### src/rtl/halfband_decim_pkg.sv
// Shared constants and coefficient table for the half-band decimator.
package halfband_decim_pkg;

  localparam int HB_COEF_WIDTH = 18;
  localparam int CENTER_SHIFT  = 16;
  localparam int OUT_SHIFT     = 17;
  localparam int BUF_DEPTH     = 32;
  localparam int PTR_W         = 5;
  localparam int NUM_K         = 8;

  typedef logic signed [HB_COEF_WIDTH-1:0] coef_t;

  typedef enum logic {
    ST_IDLE,
    ST_ISSUE
  } issue_state_e;

  // Symmetric non-zero outer taps C_k (Q1.17); h[2k] = h[30-2k] = C_k.
  // The values add up to 32768, so together with the 0.5 centre tap the DC gain is 1.
  function automatic coef_t hb_coef(input logic [2:0] k);
    case (k)
      3'd0:    return -18'sd60;
      3'd1:    return  18'sd180;
      3'd2:    return -18'sd420;
      3'd3:    return  18'sd850;
      3'd4:    return -18'sd1550;
      3'd5:    return  18'sd2700;
      3'd6:    return -18'sd4900;
      3'd7:    return  18'sd35968;
      default: return '0;
    endcase
  endfunction

endpackage

### src/rtl/halfband_mac.sv
// Pre-add / multiply / accumulate pipeline with first/last job tags,
// followed by half-up rounding and saturation to the output width.
module halfband_mac
  import halfband_decim_pkg::*;
#(
  parameter int WIDTH      = 16,
  parameter int COEF_WIDTH = HB_COEF_WIDTH,
  parameter int ACC_WIDTH  = 40
) (
  input  logic                    i_clk,
  input  logic                    i_rst,
  input  logic                    i_valid,
  input  logic                    i_first,
  input  logic                    i_last,
  input  logic [2:0]              i_k,
  input  logic signed [WIDTH-1:0] i_a,
  input  logic signed [WIDTH-1:0] i_b,
  input  logic signed [WIDTH-1:0] i_c,
  output logic                    o_strobe,
  output logic signed [WIDTH-1:0] o_dout
);

  localparam int PROD_W = WIDTH + 1 + COEF_WIDTH;
  localparam logic signed [ACC_WIDTH-1:0] SAT_MAX = ACC_WIDTH'((1 << (WIDTH - 1)) - 1);
  localparam logic signed [ACC_WIDTH-1:0] SAT_MIN = ACC_WIDTH'(-(1 << (WIDTH - 1)));
  localparam logic signed [ACC_WIDTH-1:0] RND_HALF = ACC_WIDTH'(1 << (OUT_SHIFT - 1));

  logic                           r_p_valid, r_p_first, r_p_last;
  logic signed [WIDTH:0]          r_p_sum;
  logic signed [COEF_WIDTH-1:0]   r_p_coef;
  logic signed [WIDTH-1:0]        r_p_center;

  logic                           r_m_valid, r_m_first, r_m_last;
  logic signed [PROD_W-1:0]       r_m_prod;
  logic signed [WIDTH-1:0]        r_m_center;

  logic                           r_acc_last;
  logic signed [ACC_WIDTH-1:0]    r_acc;

  logic signed [WIDTH:0]          w_pre;
  logic signed [ACC_WIDTH-1:0]    w_round;
  logic signed [ACC_WIDTH-1:0]    w_shift;
  logic signed [WIDTH-1:0]        w_sat;

  assign w_pre = {i_a[WIDTH-1], i_a} + {i_b[WIDTH-1], i_b};

  // Symmetric pre-add of the mirrored tap pair plus coefficient lookup.
  always_ff @(posedge i_clk) begin
    if (i_rst) begin
      r_p_valid  <= 1'b0;
      r_p_first  <= 1'b0;
      r_p_last   <= 1'b0;
      r_p_sum    <= '0;
      r_p_coef   <= '0;
      r_p_center <= '0;
    end else begin
      r_p_valid  <= i_valid;
      r_p_first  <= i_valid & i_first;
      r_p_last   <= i_valid & i_last;
      r_p_sum    <= w_pre;
      r_p_coef   <= COEF_WIDTH'(hb_coef(i_k));
      r_p_center <= i_c;
    end
  end

  // Registered multiply of the pre-added pair by its coefficient.
  always_ff @(posedge i_clk) begin
    if (i_rst) begin
      r_m_valid  <= 1'b0;
      r_m_first  <= 1'b0;
      r_m_last   <= 1'b0;
      r_m_prod   <= '0;
      r_m_center <= '0;
    end else begin
      r_m_valid  <= r_p_valid;
      r_m_first  <= r_p_first;
      r_m_last   <= r_p_last;
      r_m_prod   <= r_p_sum * r_p_coef;
      r_m_center <= r_p_center;
    end
  end

  // Accumulate; the first product of a job restarts the sum and folds in
  // the 0.5 centre tap, so overlapping jobs never mix.
  always_ff @(posedge i_clk) begin
    if (i_rst) begin
      r_acc      <= '0;
      r_acc_last <= 1'b0;
    end else begin
      r_acc_last <= r_m_valid & r_m_last;
      if (r_m_valid) begin
        if (r_m_first) begin
          r_acc <= ACC_WIDTH'(r_m_prod) + (ACC_WIDTH'(r_m_center) <<< CENTER_SHIFT);
        end else begin
          r_acc <= r_acc + ACC_WIDTH'(r_m_prod);
        end
      end
    end
  end

  // Half-up rounding and saturation of the finished accumulator.
  always_comb begin
    w_round = r_acc + RND_HALF;
    w_shift = w_round >>> OUT_SHIFT;
    if (w_shift > SAT_MAX) begin
      w_sat = SAT_MAX[WIDTH-1:0];
    end else if (w_shift < SAT_MIN) begin
      w_sat = SAT_MIN[WIDTH-1:0];
    end else begin
      w_sat = w_shift[WIDTH-1:0];
    end
  end

  // Output register, updated once per completed job.
  always_ff @(posedge i_clk) begin
    if (i_rst) begin
      o_strobe <= 1'b0;
      o_dout   <= '0;
    end else begin
      o_strobe <= r_acc_last;
      if (r_acc_last) begin
        o_dout <= w_sat;
      end
    end
  end

endmodule

### src/rtl/halfband_decim.sv
// Decimate-by-2 half-band FIR: circular sample buffer, trigger/issue engine
// and overrun flag around a single time-multiplexed MAC pipeline.
module halfband_decim
  import halfband_decim_pkg::*;
#(
  parameter int WIDTH      = 16,
  parameter int COEF_WIDTH = HB_COEF_WIDTH,
  parameter int ACC_WIDTH  = 40
) (
  input  logic                    clock,
  input  logic                    reset,
  input  logic                    strobe_in,
  input  logic signed [WIDTH-1:0] din,
  output logic                    strobe_out,
  output logic signed [WIDTH-1:0] dout,
  output logic                    overrun
);

  logic signed [WIDTH-1:0] r_buf [BUF_DEPTH];
  logic [PTR_W-1:0]        r_wptr;
  logic [PTR_W-1:0]        r_base;
  logic                    r_phase;

  issue_state_e            r_state, w_state_next;
  logic [2:0]              r_k, w_k_next;

  logic                    w_trigger, w_busy_next, w_accept;
  logic [PTR_W-1:0]        w_addr_a, w_addr_b, w_addr_c;

  logic                    r_rd_valid, r_rd_first, r_rd_last;
  logic [2:0]              r_rd_k;
  logic signed [WIDTH-1:0] r_rd_a, r_rd_b, r_rd_c;

  assign w_trigger   = strobe_in & r_phase;
  // Busy only if the counter still has an issue slot left after this one;
  // a trigger landing on the last slot starts cleanly on the next cycle.
  assign w_busy_next = (r_state == ST_ISSUE) && (r_k != 3'd7);
  assign w_accept    = w_trigger & ~w_busy_next;

  assign w_addr_a = r_base - PTR_W'({r_k, 1'b0});
  assign w_addr_b = r_base - PTR_W'(30) + PTR_W'({r_k, 1'b0});
  assign w_addr_c = r_base - PTR_W'(15);

  // Circular input buffer, write pointer and decimation phase.
  always_ff @(posedge clock) begin
    if (reset) begin
      for (int unsigned i = 0; i < BUF_DEPTH; i++) begin
        r_buf[i] <= '0;
      end
      r_wptr  <= '0;
      r_phase <= 1'b0;
    end else if (strobe_in) begin
      r_buf[r_wptr] <= din;
      r_wptr        <= r_wptr + 1'b1;
      r_phase       <= ~r_phase;
    end
  end

  // Issue engine state, coefficient counter and job base index.
  always_ff @(posedge clock) begin
    if (reset) begin
      r_state <= ST_IDLE;
      r_k     <= '0;
      r_base  <= '0;
    end else begin
      r_state <= w_state_next;
      r_k     <= w_k_next;
      if (w_accept) begin
        r_base <= r_wptr;
      end
    end
  end

  // Next-state logic for the issue engine.
  always_comb begin
    w_state_next = r_state;
    w_k_next     = r_k;
    case (r_state)
      ST_IDLE: begin
        if (w_accept) begin
          w_state_next = ST_ISSUE;
          w_k_next     = '0;
        end
      end
      ST_ISSUE: begin
        if (r_k == 3'd7) begin
          w_k_next     = '0;
          w_state_next = w_accept ? ST_ISSUE : ST_IDLE;
        end else begin
          w_k_next = r_k + 1'b1;
        end
      end
      default: begin
        w_state_next = ST_IDLE;
        w_k_next     = '0;
      end
    endcase
  end

  // Registered tap reads for the current issue slot, tagged first/last.
  always_ff @(posedge clock) begin
    if (reset) begin
      r_rd_valid <= 1'b0;
      r_rd_first <= 1'b0;
      r_rd_last  <= 1'b0;
      r_rd_k     <= '0;
      r_rd_a     <= '0;
      r_rd_b     <= '0;
      r_rd_c     <= '0;
    end else begin
      r_rd_valid <= (r_state == ST_ISSUE);
      r_rd_first <= (r_state == ST_ISSUE) && (r_k == 3'd0);
      r_rd_last  <= (r_state == ST_ISSUE) && (r_k == 3'd7);
      r_rd_k     <= r_k;
      r_rd_a     <= r_buf[w_addr_a];
      r_rd_b     <= r_buf[w_addr_b];
      r_rd_c     <= r_buf[w_addr_c];
    end
  end

  // Sticky flag for dropped triggers.
  always_ff @(posedge clock) begin
    if (reset) begin
      overrun <= 1'b0;
    end else if (w_trigger && !w_accept) begin
      overrun <= 1'b1;
    end
  end

  halfband_mac #(
    .WIDTH      (WIDTH),
    .COEF_WIDTH (COEF_WIDTH),
    .ACC_WIDTH  (ACC_WIDTH)
  ) u_mac (
    .i_clk    (clock),
    .i_rst    (reset),
    .i_valid  (r_rd_valid),
    .i_first  (r_rd_first),
    .i_last   (r_rd_last),
    .i_k      (r_rd_k),
    .i_a      (r_rd_a),
    .i_b      (r_rd_b),
    .i_c      (r_rd_c),
    .o_strobe (strobe_out),
    .o_dout   (dout)
  );

endmodule
### config.mk
export PLATFORM = sky130hd
export DESIGN_NAME = halfband_decim
export DESIGN_NICKNAME = d
export VERILOG_FILES = /design/src/rtl/halfband_decim_pkg.sv /design/src/rtl/halfband_mac.sv /design/src/rtl/halfband_decim.sv
export SDC_FILE = /design/constraint.sdc
export NUM_CORES = 2
export LEC_CHECK = 0
export BUFFER_PORTS_ARGS = -buffer_cell sky130_fd_sc_hd__buf_2
export CAP_MARGIN = 20
export CELL_PAD_IN_SITES_DETAIL_PLACEMENT = 1
export CELL_PAD_IN_SITES_GLOBAL_PLACEMENT = 1
export CORE_ASPECT_RATIO = 2
export CORE_MARGIN = 2
export CORE_UTILIZATION = 30
export CTS_CLUSTER_SIZE = 25
export DETAILED_ROUTE_END_ITERATION = 8
export PLACE_DENSITY = 0.52
export SETUP_SLACK_MARGIN = 0.15
export SYNTH_ARGS = -nofsm -noshare
export SYNTH_HDL_FRONTEND = slang
export SYNTH_SLANG_ARGS = --single-unit
### constraint.sdc
create_clock -name clock -period 17.68 [get_ports clock]
set_input_delay 5.304 -clock clock [delete_from_list [all_inputs] [get_ports clock]]
set_output_delay 5.304 -clock clock [all_outputs]
set_load 0.01 [all_outputs]
==> impl_metrics.env <==
export IMPL_final_layout_size_suffix_gt1_share_pct=19.4
export IMPL_status="finished clean"
export IMPL_grt_max_degree=166
export IMPL_min_delay_path_class="flip-flop to flip-flop"
export IMPL_wl_per_cell_um=28.1
export IMPL_ys_seq_area_share_pct=37.6
export IMPL_viasPerCell=5.30
export IMPL_cts_buffer_depth=3
export IMPL_cp_start_kind="primary input"
export IMPL_syn_cell_area_mm2=0.0531
export IMPL_dieArea_mm2=0.181
export IMPL_power_density_mw_per_mm2=111
export IMPL_grt_pass1_wl_um=264000
export IMPL_rsz0062_at_grt="no"
export IMPL_ir_drop_v=0.0000935
export IMPL_finalMaxSlewViolations=0
export IMPL_fin_nets=4637
export IMPL_wl_um=183000
export IMPL_dp_hpwl_um=142000
export IMPL_synth_area_per_cell_um2=12.5
export IMPL_reg2reg_slack_ns=10.56
export IMPL_cap_violations=0
export IMPL_synth_cell_types=88
export IMPL_period_minus_slack_ns=7.31
export IMPL_die_w_um=301
export IMPL_io_pins=37
export IMPL_antenna_found_initial=3
export IMPL_path_class="primary input to flip-flop"
export IMPL_crit_required_ns=18.00
export IMPL_insertion_delay_ns=0.71
export IMPL_start_util_pct=30.2
export IMPL_die_h_um=599
export IMPL_rows=218
export IMPL_syn_to_final_growth_pct=10.1
export IMPL_synth_warning_count=0
export IMPL_hold_viol=0
export IMPL_crit_arrival_ns=7.63
export IMPL_reg2regPathDepth=20
export IMPL_tns_ns=0
export IMPL_numClockSinks=742
export IMPL_cts_tree="built"
export IMPL_netlist_instances=4256
export IMPL_fin_ws_ns=10.37
export IMPL_relSlewSlack_pct=17.8
export IMPL_synth_edf_count=512
export IMPL_path_max_fanout=70
export IMPL_fin_worst_skew_ns=0.0550
export IMPL_hold_depth=1
export IMPL_ant_nets=0
export IMPL_numCtsBuffers=80
export IMPL_ys_async_sr_fraction_pct=0
export IMPL_grt_usage_pct=20.4
export IMPL_place_inst=6373
export IMPL_cts_resized_gates=0
export IMPL_cts_htree_levels=3
export IMPL_coreArea_mm2=0.176
export IMPL_dr_pass1_iters=5
export IMPL_tightest_slew_ns=1.20
export IMPL_port_buffers=36
export IMPL_ys_ff_latch=742
export IMPL_postCtsHoldBufs=0
export IMPL_cts_setup_buffers=0
export IMPL_max_freq_ghz=0.137
export IMPL_route_detailed_drc=0
export IMPL_route_vias_total=34638
export IMPL_clkTransAtPathRegs_ns=0.07
export IMPL_drt_iter0_drc=1905
export IMPL_p_leak_nw=22.2
export IMPL_synth_nets=4745
export IMPL_finalPower_mw=6.48
export IMPL_synth_ff_type="edfxtp_1"
export IMPL_clock_root_buffer="clkbuf_16"
export IMPL_period_share_pct=41.3
export IMPL_place_area_mm2=0.0556
export IMPL_final_area_mm2=0.0584
export IMPL_grt_pass1_vias=38262
export IMPL_finalNonFillerCells=6531
export IMPL_place_congestion=0.846
export IMPL_gr_total_overflow=0
export IMPL_setup_viol=0
export IMPL_pre_cts_ws_ns=9.60
export IMPL_endpoint_kind="flip-flop"
flip-flops by register name, summed over array words and instances, names as in the netlist, 3 cells and up:
signal            cells
r_base                5
r_buf               512
r_k                   3
r_rd_a               16
r_rd_b               16
r_rd_c               16
r_rd_k                3
r_wptr                5
u_mac.o_dout         16
u_mac.r_acc          39
u_mac.r_m_center     16
u_mac.r_m_prod       34
u_mac.r_p_center     16
u_mac.r_p_coef       14
u_mac.r_p_sum        17
layer usage:
metal	track usage, %	share of wire [%]
met1	17.6	30
met4	13.1	7.4
met2	42.9	60
met5	0	0
met3	1.83	2.6
stage by stage:
step	util [%]	hold slack, ns
floorplan	-	0.406
global placement	31.6	0.417
detailed placement	31.6	0.419
CTS	33.2	0.409
global route	33.2	0.429
finish	33.2	0.413
worst max-delay path, stage by stage:
cell,delay [ns]
buf_8,0.23
nor2b_1,0.26
nand2_1,0.28
nor2_1,0.91
or2_2,0.56
cell type report:
type	instances	area [µm²]
Fill cell	18824	118000
Clock inverter	50	571
Antenna cell	11	27.5
Multi-Input combinational cell	2891	30800
Clock buffer	94	2170
Tap cell	2310	2890
Sequential cell	742	20000
Inverter	338	1270
Timing Repair Buffer	95	658
synth_stat cells, drive strengths merged (4+ instances only):
library cell / number / area (µm²)
nand2: 195 / 744
and2: 655 / 4100
a31oi: 23 / 165
nand4: 13 / 96.3
o21a: 18 / 135
edfxtp: 512 / 15400
a21oi: 110 / 581
o311ai: 4 / 52.6
nand3b: 9 / 67.6
a211oi: 48 / 425
a311oi: 8 / 76.3
nor3: 42 / 226
o211ai: 11 / 82.6
xor2: 45 / 402
a41oi: 4 / 35.0
o21ai: 80 / 412
dfxtp: 230 / 4600
a2111oi: 8 / 88.8
ha: 179 / 2240
and3: 11 / 70.1
o41ai: 5 / 51.3
or3: 9 / 56.3
nor2b: 59 / 369
inv: 338 / 1270
o21bai: 13 / 97.6
clkbuf: 220 / 827
nand3: 37 / 215
fa: 291 / 5830
a21o: 23 / 173
nor2: 272 / 1030
nand2b: 15 / 93.8
or2: 37 / 231
o31ai: 5 / 37.5
or3b: 4 / 35.0
buf: 65 / 314
xnor2: 62 / 543
nor3b: 6 / 45.0
mux4: 480 / 10800
mux2i: 66 / 661
power breakdown:
group	switching [mW]	internal, mW
clock network	0.773	1.00
logic	1.53	1.07
registers	0.143	1.96
total	2.45	4.04
cells in the final DEF, fill, tap and decap left out, types with 13 or more instances in the layout:
cell and n:
and2_1 655, edfxtp_1 512, mux4_2 480, inv_1 338, fa_1 289, nor2_1 269
dfxtp_1 227, nand2_1 190, ha_1 176, a21oi_1 102, clkbuf_16 83, o21ai_0 72
mux2i_1 64, xnor2_1 61, nor2b_1 59, buf_4 57, nor3_1 40, xor2_1 39
or2_2 37, a211oi_1 35, buf_2 35, nand3_1 34, a21o_1 23, a31oi_1 21
o21a_1 18, clkinv_2 16, nand2b_1 15, a211oi_2 13
cell families (layout without fill, tap and decap cells):
family / count (synthesis) / in the layout / share of synthesized area, %
compound gates: 385 / 385 / 4.98
xor+xnor: 107 / 107 / 1.78
fa+ha+maj: 470 / 470 / 15.2
buf+inv: 623 / 577 / 4.54
flops: 742 / 742 / 37.6
mux: 547 / 547 / 21.6
other cells: 0 / 11 / 0
simple gates: 1382 / 1382 / 14.2
worst paths after layout:
path | end | from
worst max-delay path | r_buf[25][5] | reset
worst min-delay path | u_mac.r_m_center[15] | u_mac.r_p_center[15]
worst max register to register | u_mac.r_m_prod[34] | u_mac.r_p_coef[10]
worst min register to register | u_mac.r_m_center[15] | u_mac.r_p_center[15]
Note: power is estimated with default switching activity, not from simulation.
